### config.mk
export PLATFORM = sky130hd
export DESIGN_NAME = round_ctrl_flat
export DESIGN_NICKNAME = d
export VERILOG_FILES = /design/src/rtl/round_ctrl_if.sv /design/src/rtl/round_ctrl.sv /design/src/flat_wrapper.sv
export SDC_FILE = /design/constraint.sdc
export NUM_CORES = 1
export LEC_CHECK = 0
export ABC_CLOCK_PERIOD_IN_PS = 2150
export CORE_MARGIN = 2
export CORE_UTILIZATION = 49
export CTS_CLUSTER_DIAMETER = 40
export DETAILED_ROUTE_END_ITERATION = 10
export PLACE_DENSITY = 0.76
export SYNTH_ARGS = -nofsm -noshare
export SYNTH_HDL_FRONTEND = slang
export SYNTH_SLANG_ARGS = --single-unit
export TNS_END_PERCENT = 10
### constraint.sdc
create_clock -name clk_i -period 2.15 [get_ports clk_i]
set_clock_uncertainty 0.05 [all_clocks]
set_input_delay 0.43 -clock clk_i [delete_from_list [all_inputs] [get_ports clk_i]]
set_output_delay 0.43 -clock clk_i [all_outputs]
set_load 0.01 [all_outputs]
### src/rtl/round_ctrl_if.sv
// round_ctrl_if: handshake/status bundle between the round sequencer, game/input layer, seconds counter and HUD.
interface round_ctrl_if;
    logic       start_i;
    logic       pause_tgl_i;
    logic       p1_ko_i;
    logic       p2_ko_i;
    logic [6:0] p1_hp_i;
    logic [6:0] p2_hp_i;
    logic [7:0] elapsed_i;
    logic       timer_en_o;
    logic       fight_active_o;
    logic [2:0] state_o;
    logic [7:0] time_left_o;
    logic [2:0] round_o;
    logic [1:0] p1_wins_o;
    logic [1:0] p2_wins_o;
    logic [1:0] round_winner_o;
    logic [1:0] match_winner_o;

    modport master (
        output start_i, pause_tgl_i, p1_ko_i, p2_ko_i, p1_hp_i, p2_hp_i, elapsed_i,
        input  timer_en_o, fight_active_o, state_o, time_left_o, round_o,
               p1_wins_o, p2_wins_o, round_winner_o, match_winner_o
    );

    modport slave (
        input  start_i, pause_tgl_i, p1_ko_i, p2_ko_i, p1_hp_i, p2_hp_i, elapsed_i,
        output timer_en_o, fight_active_o, state_o, time_left_o, round_o,
               p1_wins_o, p2_wins_o, round_winner_o, match_winner_o
    );
endinterface

### src/rtl/round_ctrl.sv
// round_ctrl: round/match sequencer driving the seconds-counter enable, round countdown and win tally.
// Define ROUND_CTRL_PAUSE_EN to enable the FIGHT/PAUSE toggle.
module round_ctrl #(
    parameter int CLK_FREQ_HZ   = 60_000_000,
    parameter int ROUND_SECS    = 60,
    parameter int INTRO_SECS    = 3,
    parameter int RESULT_SECS   = 2,
    parameter int ROUNDS_TO_WIN = 2,
    parameter int MAX_ROUNDS    = 5
) (
    input  logic        clk_i,
    input  logic        rst_i,
    round_ctrl_if.slave bus
);
    localparam int TW = CLK_FREQ_HZ > 1 ? $clog2(CLK_FREQ_HZ) : 1;
    localparam logic [TW-1:0] TICK_LAST = TW'(CLK_FREQ_HZ - 1);
    localparam logic [7:0] SECS = 8'(ROUND_SECS);

    typedef enum logic [2:0] {IDLE, INTRO, FIGHT, PAUSE, RESULT, MATCH_END} state_t;

    state_t        state, nstate;
    logic [7:0]    base, n_base, tleft, n_tleft, tl_calc, hsec;
    logic [TW-1:0] htick;
    logic [2:0]    round, n_round;
    logic [1:0]    p1w, n_p1w, p2w, n_p2w, rwin, n_rwin, mwin, n_mwin, res;
    logic          ko, timeup, hold_done, match_over, timer_en, fight_active;

    assign ko         = bus.p1_ko_i | bus.p2_ko_i;
    assign timeup     = bus.elapsed_i >= base;
    assign tl_calc    = timeup ? 8'd0 : base - bus.elapsed_i;
    // {p1_ko, p2_ko} already encodes the winner: the player who did not fall
    assign res        = ko ? {bus.p1_ko_i, bus.p2_ko_i} :
                        bus.p1_hp_i > bus.p2_hp_i ? 2'b01 :
                        bus.p1_hp_i < bus.p2_hp_i ? 2'b10 : 2'b11;
    assign hold_done  = htick == TICK_LAST &&
                        hsec == (state == INTRO ? 8'(INTRO_SECS - 1) : 8'(RESULT_SECS - 1));
    assign match_over = p1w >= 2'(ROUNDS_TO_WIN) || p2w >= 2'(ROUNDS_TO_WIN) ||
                        round >= 3'(MAX_ROUNDS);

    always_comb begin
        nstate  = state;
        n_base  = base;
        n_tleft = state == FIGHT ? tl_calc : tleft;
        n_round = round;
        n_p1w   = p1w;
        n_p2w   = p2w;
        n_rwin  = rwin;
        n_mwin  = mwin;
        case (state)
            IDLE, MATCH_END: if (bus.start_i) begin
                nstate  = INTRO;
                n_round = 3'd1;
                n_p1w   = '0;
                n_p2w   = '0;
                n_rwin  = '0;
                n_mwin  = '0;
                n_base  = SECS;
                n_tleft = SECS;
            end
            INTRO: if (hold_done) nstate = FIGHT;
            FIGHT: if (ko || timeup) begin
                nstate = RESULT;
                n_rwin = res;
                n_p1w  = (res == 2'b01 && p1w != 2'd3) ? p1w + 2'd1 : p1w;
                n_p2w  = (res == 2'b10 && p2w != 2'd3) ? p2w + 2'd1 : p2w;
            end
`ifdef ROUND_CTRL_PAUSE_EN
            else if (bus.pause_tgl_i) begin
                nstate = PAUSE;
                n_base = tl_calc;
            end
            PAUSE: if (bus.pause_tgl_i) nstate = FIGHT;
`endif
            RESULT: if (hold_done) begin
                if (match_over) begin
                    nstate = MATCH_END;
                    n_mwin = p1w > p2w ? 2'b01 : p2w > p1w ? 2'b10 : 2'b11;
                end else begin
                    nstate  = INTRO;
                    n_round = round + 3'd1;
                    n_base  = SECS;
                    n_tleft = SECS;
                    n_rwin  = '0;
                end
            end
            default: nstate = IDLE;
        endcase
    end

    always_ff @(posedge clk_i or posedge rst_i) begin
        if (rst_i) begin
            state        <= IDLE;
            base         <= SECS;
            tleft        <= SECS;
            round        <= '0;
            p1w          <= '0;
            p2w          <= '0;
            rwin         <= '0;
            mwin         <= '0;
            timer_en     <= 1'b0;
            fight_active <= 1'b0;
        end else begin
            state        <= nstate;
            base         <= n_base;
            tleft        <= n_tleft;
            round        <= n_round;
            p1w          <= n_p1w;
            p2w          <= n_p2w;
            rwin         <= n_rwin;
            mwin         <= n_mwin;
            timer_en     <= nstate == FIGHT;
            fight_active <= nstate == FIGHT;
        end
    end

    // hold timer restarts on every state change so INTRO/RESULT get exact lengths
    always_ff @(posedge clk_i or posedge rst_i) begin
        if (rst_i) begin
            htick <= '0;
            hsec  <= '0;
        end else if (nstate != state) begin
            htick <= '0;
            hsec  <= '0;
        end else if (htick == TICK_LAST) begin
            htick <= '0;
            hsec  <= hsec + 8'd1;
        end else begin
            htick <= htick + 1'b1;
        end
    end

    assign bus.timer_en_o     = timer_en;
    assign bus.fight_active_o = fight_active;
    assign bus.state_o        = state;
    assign bus.time_left_o    = tleft;
    assign bus.round_o        = round;
    assign bus.p1_wins_o      = p1w;
    assign bus.p2_wins_o      = p2w;
    assign bus.round_winner_o = rwin;
    assign bus.match_winner_o = mwin;
endmodule
### src/flat_wrapper.sv
// flat-port wrapper written by rule: the top's interface ports become plain ports
module round_ctrl_flat 
#(
    parameter int CLK_FREQ_HZ   = 60_000_000,
    parameter int ROUND_SECS    = 60,
    parameter int INTRO_SECS    = 3,
    parameter int RESULT_SECS   = 2,
    parameter int ROUNDS_TO_WIN = 2,
    parameter int MAX_ROUNDS    = 5
)
  (clk_i, rst_i, bus_start_i, bus_pause_tgl_i, bus_p1_ko_i, bus_p2_ko_i, bus_p1_hp_i, bus_p2_hp_i, bus_elapsed_i, bus_timer_en_o, bus_fight_active_o, bus_state_o, bus_time_left_o, bus_round_o, bus_p1_wins_o, bus_p2_wins_o, bus_round_winner_o, bus_match_winner_o);
  round_ctrl_if bus_i ();
  input  logic clk_i;
  input  logic rst_i;
  input wire logic [$bits(bus_i.start_i)-1:0] bus_start_i;
  input wire logic [$bits(bus_i.pause_tgl_i)-1:0] bus_pause_tgl_i;
  input wire logic [$bits(bus_i.p1_ko_i)-1:0] bus_p1_ko_i;
  input wire logic [$bits(bus_i.p2_ko_i)-1:0] bus_p2_ko_i;
  input wire logic [$bits(bus_i.p1_hp_i)-1:0] bus_p1_hp_i;
  input wire logic [$bits(bus_i.p2_hp_i)-1:0] bus_p2_hp_i;
  input wire logic [$bits(bus_i.elapsed_i)-1:0] bus_elapsed_i;
  output wire logic [$bits(bus_i.timer_en_o)-1:0] bus_timer_en_o;
  output wire logic [$bits(bus_i.fight_active_o)-1:0] bus_fight_active_o;
  output wire logic [$bits(bus_i.state_o)-1:0] bus_state_o;
  output wire logic [$bits(bus_i.time_left_o)-1:0] bus_time_left_o;
  output wire logic [$bits(bus_i.round_o)-1:0] bus_round_o;
  output wire logic [$bits(bus_i.p1_wins_o)-1:0] bus_p1_wins_o;
  output wire logic [$bits(bus_i.p2_wins_o)-1:0] bus_p2_wins_o;
  output wire logic [$bits(bus_i.round_winner_o)-1:0] bus_round_winner_o;
  output wire logic [$bits(bus_i.match_winner_o)-1:0] bus_match_winner_o;
  assign bus_i.start_i = bus_start_i;
  assign bus_i.pause_tgl_i = bus_pause_tgl_i;
  assign bus_i.p1_ko_i = bus_p1_ko_i;
  assign bus_i.p2_ko_i = bus_p2_ko_i;
  assign bus_i.p1_hp_i = bus_p1_hp_i;
  assign bus_i.p2_hp_i = bus_p2_hp_i;
  assign bus_i.elapsed_i = bus_elapsed_i;
  assign bus_timer_en_o = bus_i.timer_en_o;
  assign bus_fight_active_o = bus_i.fight_active_o;
  assign bus_state_o = bus_i.state_o;
  assign bus_time_left_o = bus_i.time_left_o;
  assign bus_round_o = bus_i.round_o;
  assign bus_p1_wins_o = bus_i.p1_wins_o;
  assign bus_p2_wins_o = bus_i.p2_wins_o;
  assign bus_round_winner_o = bus_i.round_winner_o;
  assign bus_match_winner_o = bus_i.match_winner_o;
  round_ctrl #(.CLK_FREQ_HZ(CLK_FREQ_HZ), .ROUND_SECS(ROUND_SECS), .INTRO_SECS(INTRO_SECS), .RESULT_SECS(RESULT_SECS), .ROUNDS_TO_WIN(ROUNDS_TO_WIN), .MAX_ROUNDS(MAX_ROUNDS)) u_core (.clk_i(clk_i), .rst_i(rst_i), .bus(bus_i));
endmodule
==> flow_metrics.py <==
metrics = {
    "clock_network": {
        "cts_hold_buf": 0,
        "numCtsBuffers": 9,
        "cts_max_path_buffers": 2,
        "h-tree-depth": 3,
        "clkLatencyLatePin_ns": 0.33,
        "cts_root_buffer": "clkbuf_8",
        "cts.sinks": 57,
        "cts_tree": "built",
        "clkTransAtPathRegs_ns": 0.07,
    },
    "grt": {
        "grt-ovfl-total": 0,
        "track_usage_pct": 22.54,
        "grt_pass1_vias": 3004,
        "grt_max_degree": 23,
        "antenna_found_initial": 0,
        "grt_pass1_wl_um": 13620,
    },
    "worst_setup_path": {
        "crit_type": "flop to flop",
        "worstPathArrival_ns": 2.34,
        "cp-startpoint": "u_core.bus.state_o[0]",
        "startpoint_type": "flop",
        "crit_chain": "nor3b_4, or3b_1, a2111o_1, buf_6, or3_4, a21oi_2",
        "rr_startpoint": "u_core.bus.state_o[0]",
        "r2r-end": "u_core.bus.timer_en_o",
        "required_ns": 2.35,
        "cpMaxStageDelayCell": "a2111o_1",
        "r2r_slack_ns": 0.01,
        "critPathMaxFanout": 7,
        "cpPeakStageDelay_ns": 0.44,
        "endpoint_kind": "flop",
        "r2r_cells": 6,
    },
    "floorplanning": {
        "dieHeight_um": 87.69,
        "floorplan.die_area_um2": 7690,
        "initial_core_util_pct": 50.52,
        "core_area_um2": 6794,
        "fp.dieW_um": 87.69,
        "boundaryPins": 52,
        "num_rows": 30,
    },
    "logic_synthesis": {
        "ys_seq_elements": 57,
        "yosysSeqAreaShare_pct": 41.71,
        "async_flop_share_pct": 100.0,
        "yosys_warnings": 0,
        "syn_area_per_cell_um2": 9.326,
        "synth_area_leader_cell": "dfrtp_1",
        "synth_ff_type": "dfrtp_1",
        "synthDominantCellAreaShare_pct": 38.64,
        "synth_edf_count": 0,
        "netlist_area_um2": 3432,
        "syn_nets": 414,
        "ys_types": 56,
        "yosys-top-cells-area": "dfrtp_1, ha_1, xnor2_1",
        "syn_inst": 368,
    },
    "layout": {
        "seqCellArea_um2": 1431,
        "antennaDiodeCount": 0,
        "final_area_um2": 4817,
        "drive_gt1_share_pct": 22.06,
        "syn2layout_area_growth_pct": 40.36,
        "fillers": 492,
        "multiInputGateArea_um2": 1946,
        "nets": 526,
    },
    "route": {
        "vias_per_cell": 5.358,
        "remaining_drc_errors": 0,
        "wl_per_cell_um": 14.03,
        "first_pass_iters": 4,
        "antenna_left": 0,
        "via_count": 3113,
        "routed_wl_um": 8149,
        "drt_iter0_markers": 214,
    },
    "sta": {
        "tightestPinTransition_ns": 0.4762,
        "maxSlewHeadroom_pct": 67.96,
        "setup_violations": 0,
        "rsz0062_at_grt": "yes",
        "fin_crit_ns": 2.136,
        "finalCritPeriodShare_pct": 99.35,
        "report.final.slew_viol_count": 0,
        "hold_viol": 0,
        "fmax_mhz": 468.2,
    },
    "pwr": {
        "p_per_area_nw_per_um2": 591.9,
        "seq_power_share_pct": 42.7,
        "irDropWorstVdd_mv": 0.5222,
        "power_frac_comb_pct": 18.4,
        "intPower_mw": 2.116,
        "pwr-share-clk_pct": 38.9,
        "leakagePower_nw": 2.152,
        "power_mw": 2.851,
        "swShare_pct": 25.80,
        "p_sw_mw": 0.7356,
    },
    "flow_run": {
        "drv_cap": 0,
    },
    "placement": {
        "hpwl_um": 5909,
        "dpl_cell_area_um2": 4484,
        "place_congestion": 0.8286,
        "portBuffers": 50,
    },
    "hold_path": {
        "holdCritPathClass": "input port to asynchronous set/reset pin",
    },
    "outcome": {
        "outcome": "complete, no violations",
    },
}
-- worst max path at each step --
stage | endpoint | slack, ns | cells past startpoint
floorplan | u_core.bus.match_winner_o[0] | -0.004 | 8
detailed placement | u_core.bus.p2_wins_o[0] | -0.47 | 9
global placement | u_core.bus.p1_wins_o[1] | -0.32 | 8
CTS | u_core.bus.timer_en_o | -0.005 | 6
finish | u_core.bus.timer_en_o | 0.01 | 6
global route | u_core.bus.timer_en_o | -0.09 | 6
-- stage by stage --
stage	utilization [%]	std cells	hold slack [ns]	setup TNS, ns	setup slack [ns]
2_1_floorplan	-	368	0.3979	-0.004674	-0.004021
3_3_place_gp	66.00	564	0.4345	-2.713	-0.3158
3_5_place_dp	66.00	564	0.4407	-3.200	-0.4653
4_1_cts	69.69	581	0.3518	-0.006660	-0.004668
5_1_grt	70.90	581	0.3780	-1.102	-0.09095
6_report	70.90	581	0.3517	0	0.01406
-- power groups by stage --
stage | clock network [mW] | logic (mW) | registers [mW]
4_1_cts | 1.13 | 0.511 | 1.22
2_1_floorplan | 0 | 0.226 | 1.24
6_report | 1.11 | 0.524 | 1.22
3_5_place_dp | 0 | 0.494 | 1.23
5_1_grt | 1.18 | 0.585 | 1.23
3_3_place_gp | 0 | 0.478 | 1.23
-- per-layer routing --
layer  up-vias  global-route usage [%]  wire length [um]
li1       1526                       -                 -
met1      1486                   31.61              3869
met2        87                   35.26              3756
met3        14                   3.676               359
met4         0                   8.392               162
met5         -                       0                 0
-- layout by cell type (no fill, tap or decap), types with 8 or more instances in the layout --
cell             netlist  final
buf_4                  1     59
dfrtp_1               53     53
clkdlybuf4s50_1        0     50
nor2_1                44     44
nand2_1               30     29
inv_1                 25     24
xnor2_1               24     24
ha_1                  18     17
a21oi_1               18     15
nor3_1                15     15
nand3_1               15     15
clkbuf_8               0     10
nand4_1                8      8
xor2_1                 8      8
-- layout make-up --
class / instances / area share (%)
sequential: 57 / 29.71
tap: 96 / 2.494
multi-input combinational: 274 / 40.39
timing repair buffer: 113 / 20.88
inverter: 25 / 1.948
clock inverter: 5 / 1.636
clock buffer: 11 / 2.935
-- cells in the mapped netlist (2+ instances only) --
| cell | instances |
|---|---|
| a211oi_1 | 5 |
| a21o_1 | 3 |
| a21oi_1 | 18 |
| a221o_1 | 4 |
| a31oi_1 | 3 |
| a41oi_1 | 2 |
| and2_1 | 3 |
| and3_1 | 4 |
| and4_1 | 6 |
| and4bb_2 | 2 |
| clkbuf_1 | 7 |
| dfrtp_1 | 53 |
| dfstp_2 | 4 |
| ha_1 | 18 |
| inv_1 | 25 |
| mux2i_1 | 5 |
| nand2_1 | 30 |
| nand2b_1 | 4 |
| nand3_1 | 15 |
| nand3b_1 | 3 |
| nand4_1 | 8 |
| nor2_1 | 44 |
| nor2b_1 | 6 |
| nor3_1 | 15 |
| nor4_1 | 8 |
| o21ai_0 | 9 |
| o21bai_1 | 2 |
| o311ai_0 | 2 |
| or3_1 | 2 |
| or3b_1 | 2 |
| xnor2_1 | 24 |
| xor2_1 | 8 |
-- flip-flops by register name, indices dropped and copies added (netlist names), 2 cells and up --
signal                     cells
u_core.bus.round_o             3
u_core.bus.time_left_o         8
u_core.htick                  26
u_core.bus.p2_wins_o           2
u_core.bus.p1_wins_o           2
u_core.bus.round_winner_o      2
u_core.hsec                    8
u_core.bus.match_winner_o      2
u_core.bus.state_o             3
-- cell families after synthesis --
family / count (synthesis) / share of synthesized area, %
mux: 6 / 1.786
compound gates: 56 / 11.23
buf+inv: 37 / 4.447
flops: 57 / 41.71
fa+ha+maj: 19 / 6.854
xor+xnor: 32 / 8.166
simple gates: 161 / 25.81
-- worst max-delay path: cells and delay by family (launching register included) --
family                 cells  cell delay, ns
and+or+nand+nor            3            0.87
buffers and inverters      1            0.17
AOI/OAI and AO/OA          2            0.59
DFF                        1            0.38
-- what timing repair did --
item / in CTS / in global routing
buffers inserted: 1 / 0
gates resized for setup: 6 / 18
pin swaps: 2 / 5
setup endpoints to repair: 18 / 42
(Power assumes the default switching activity.)
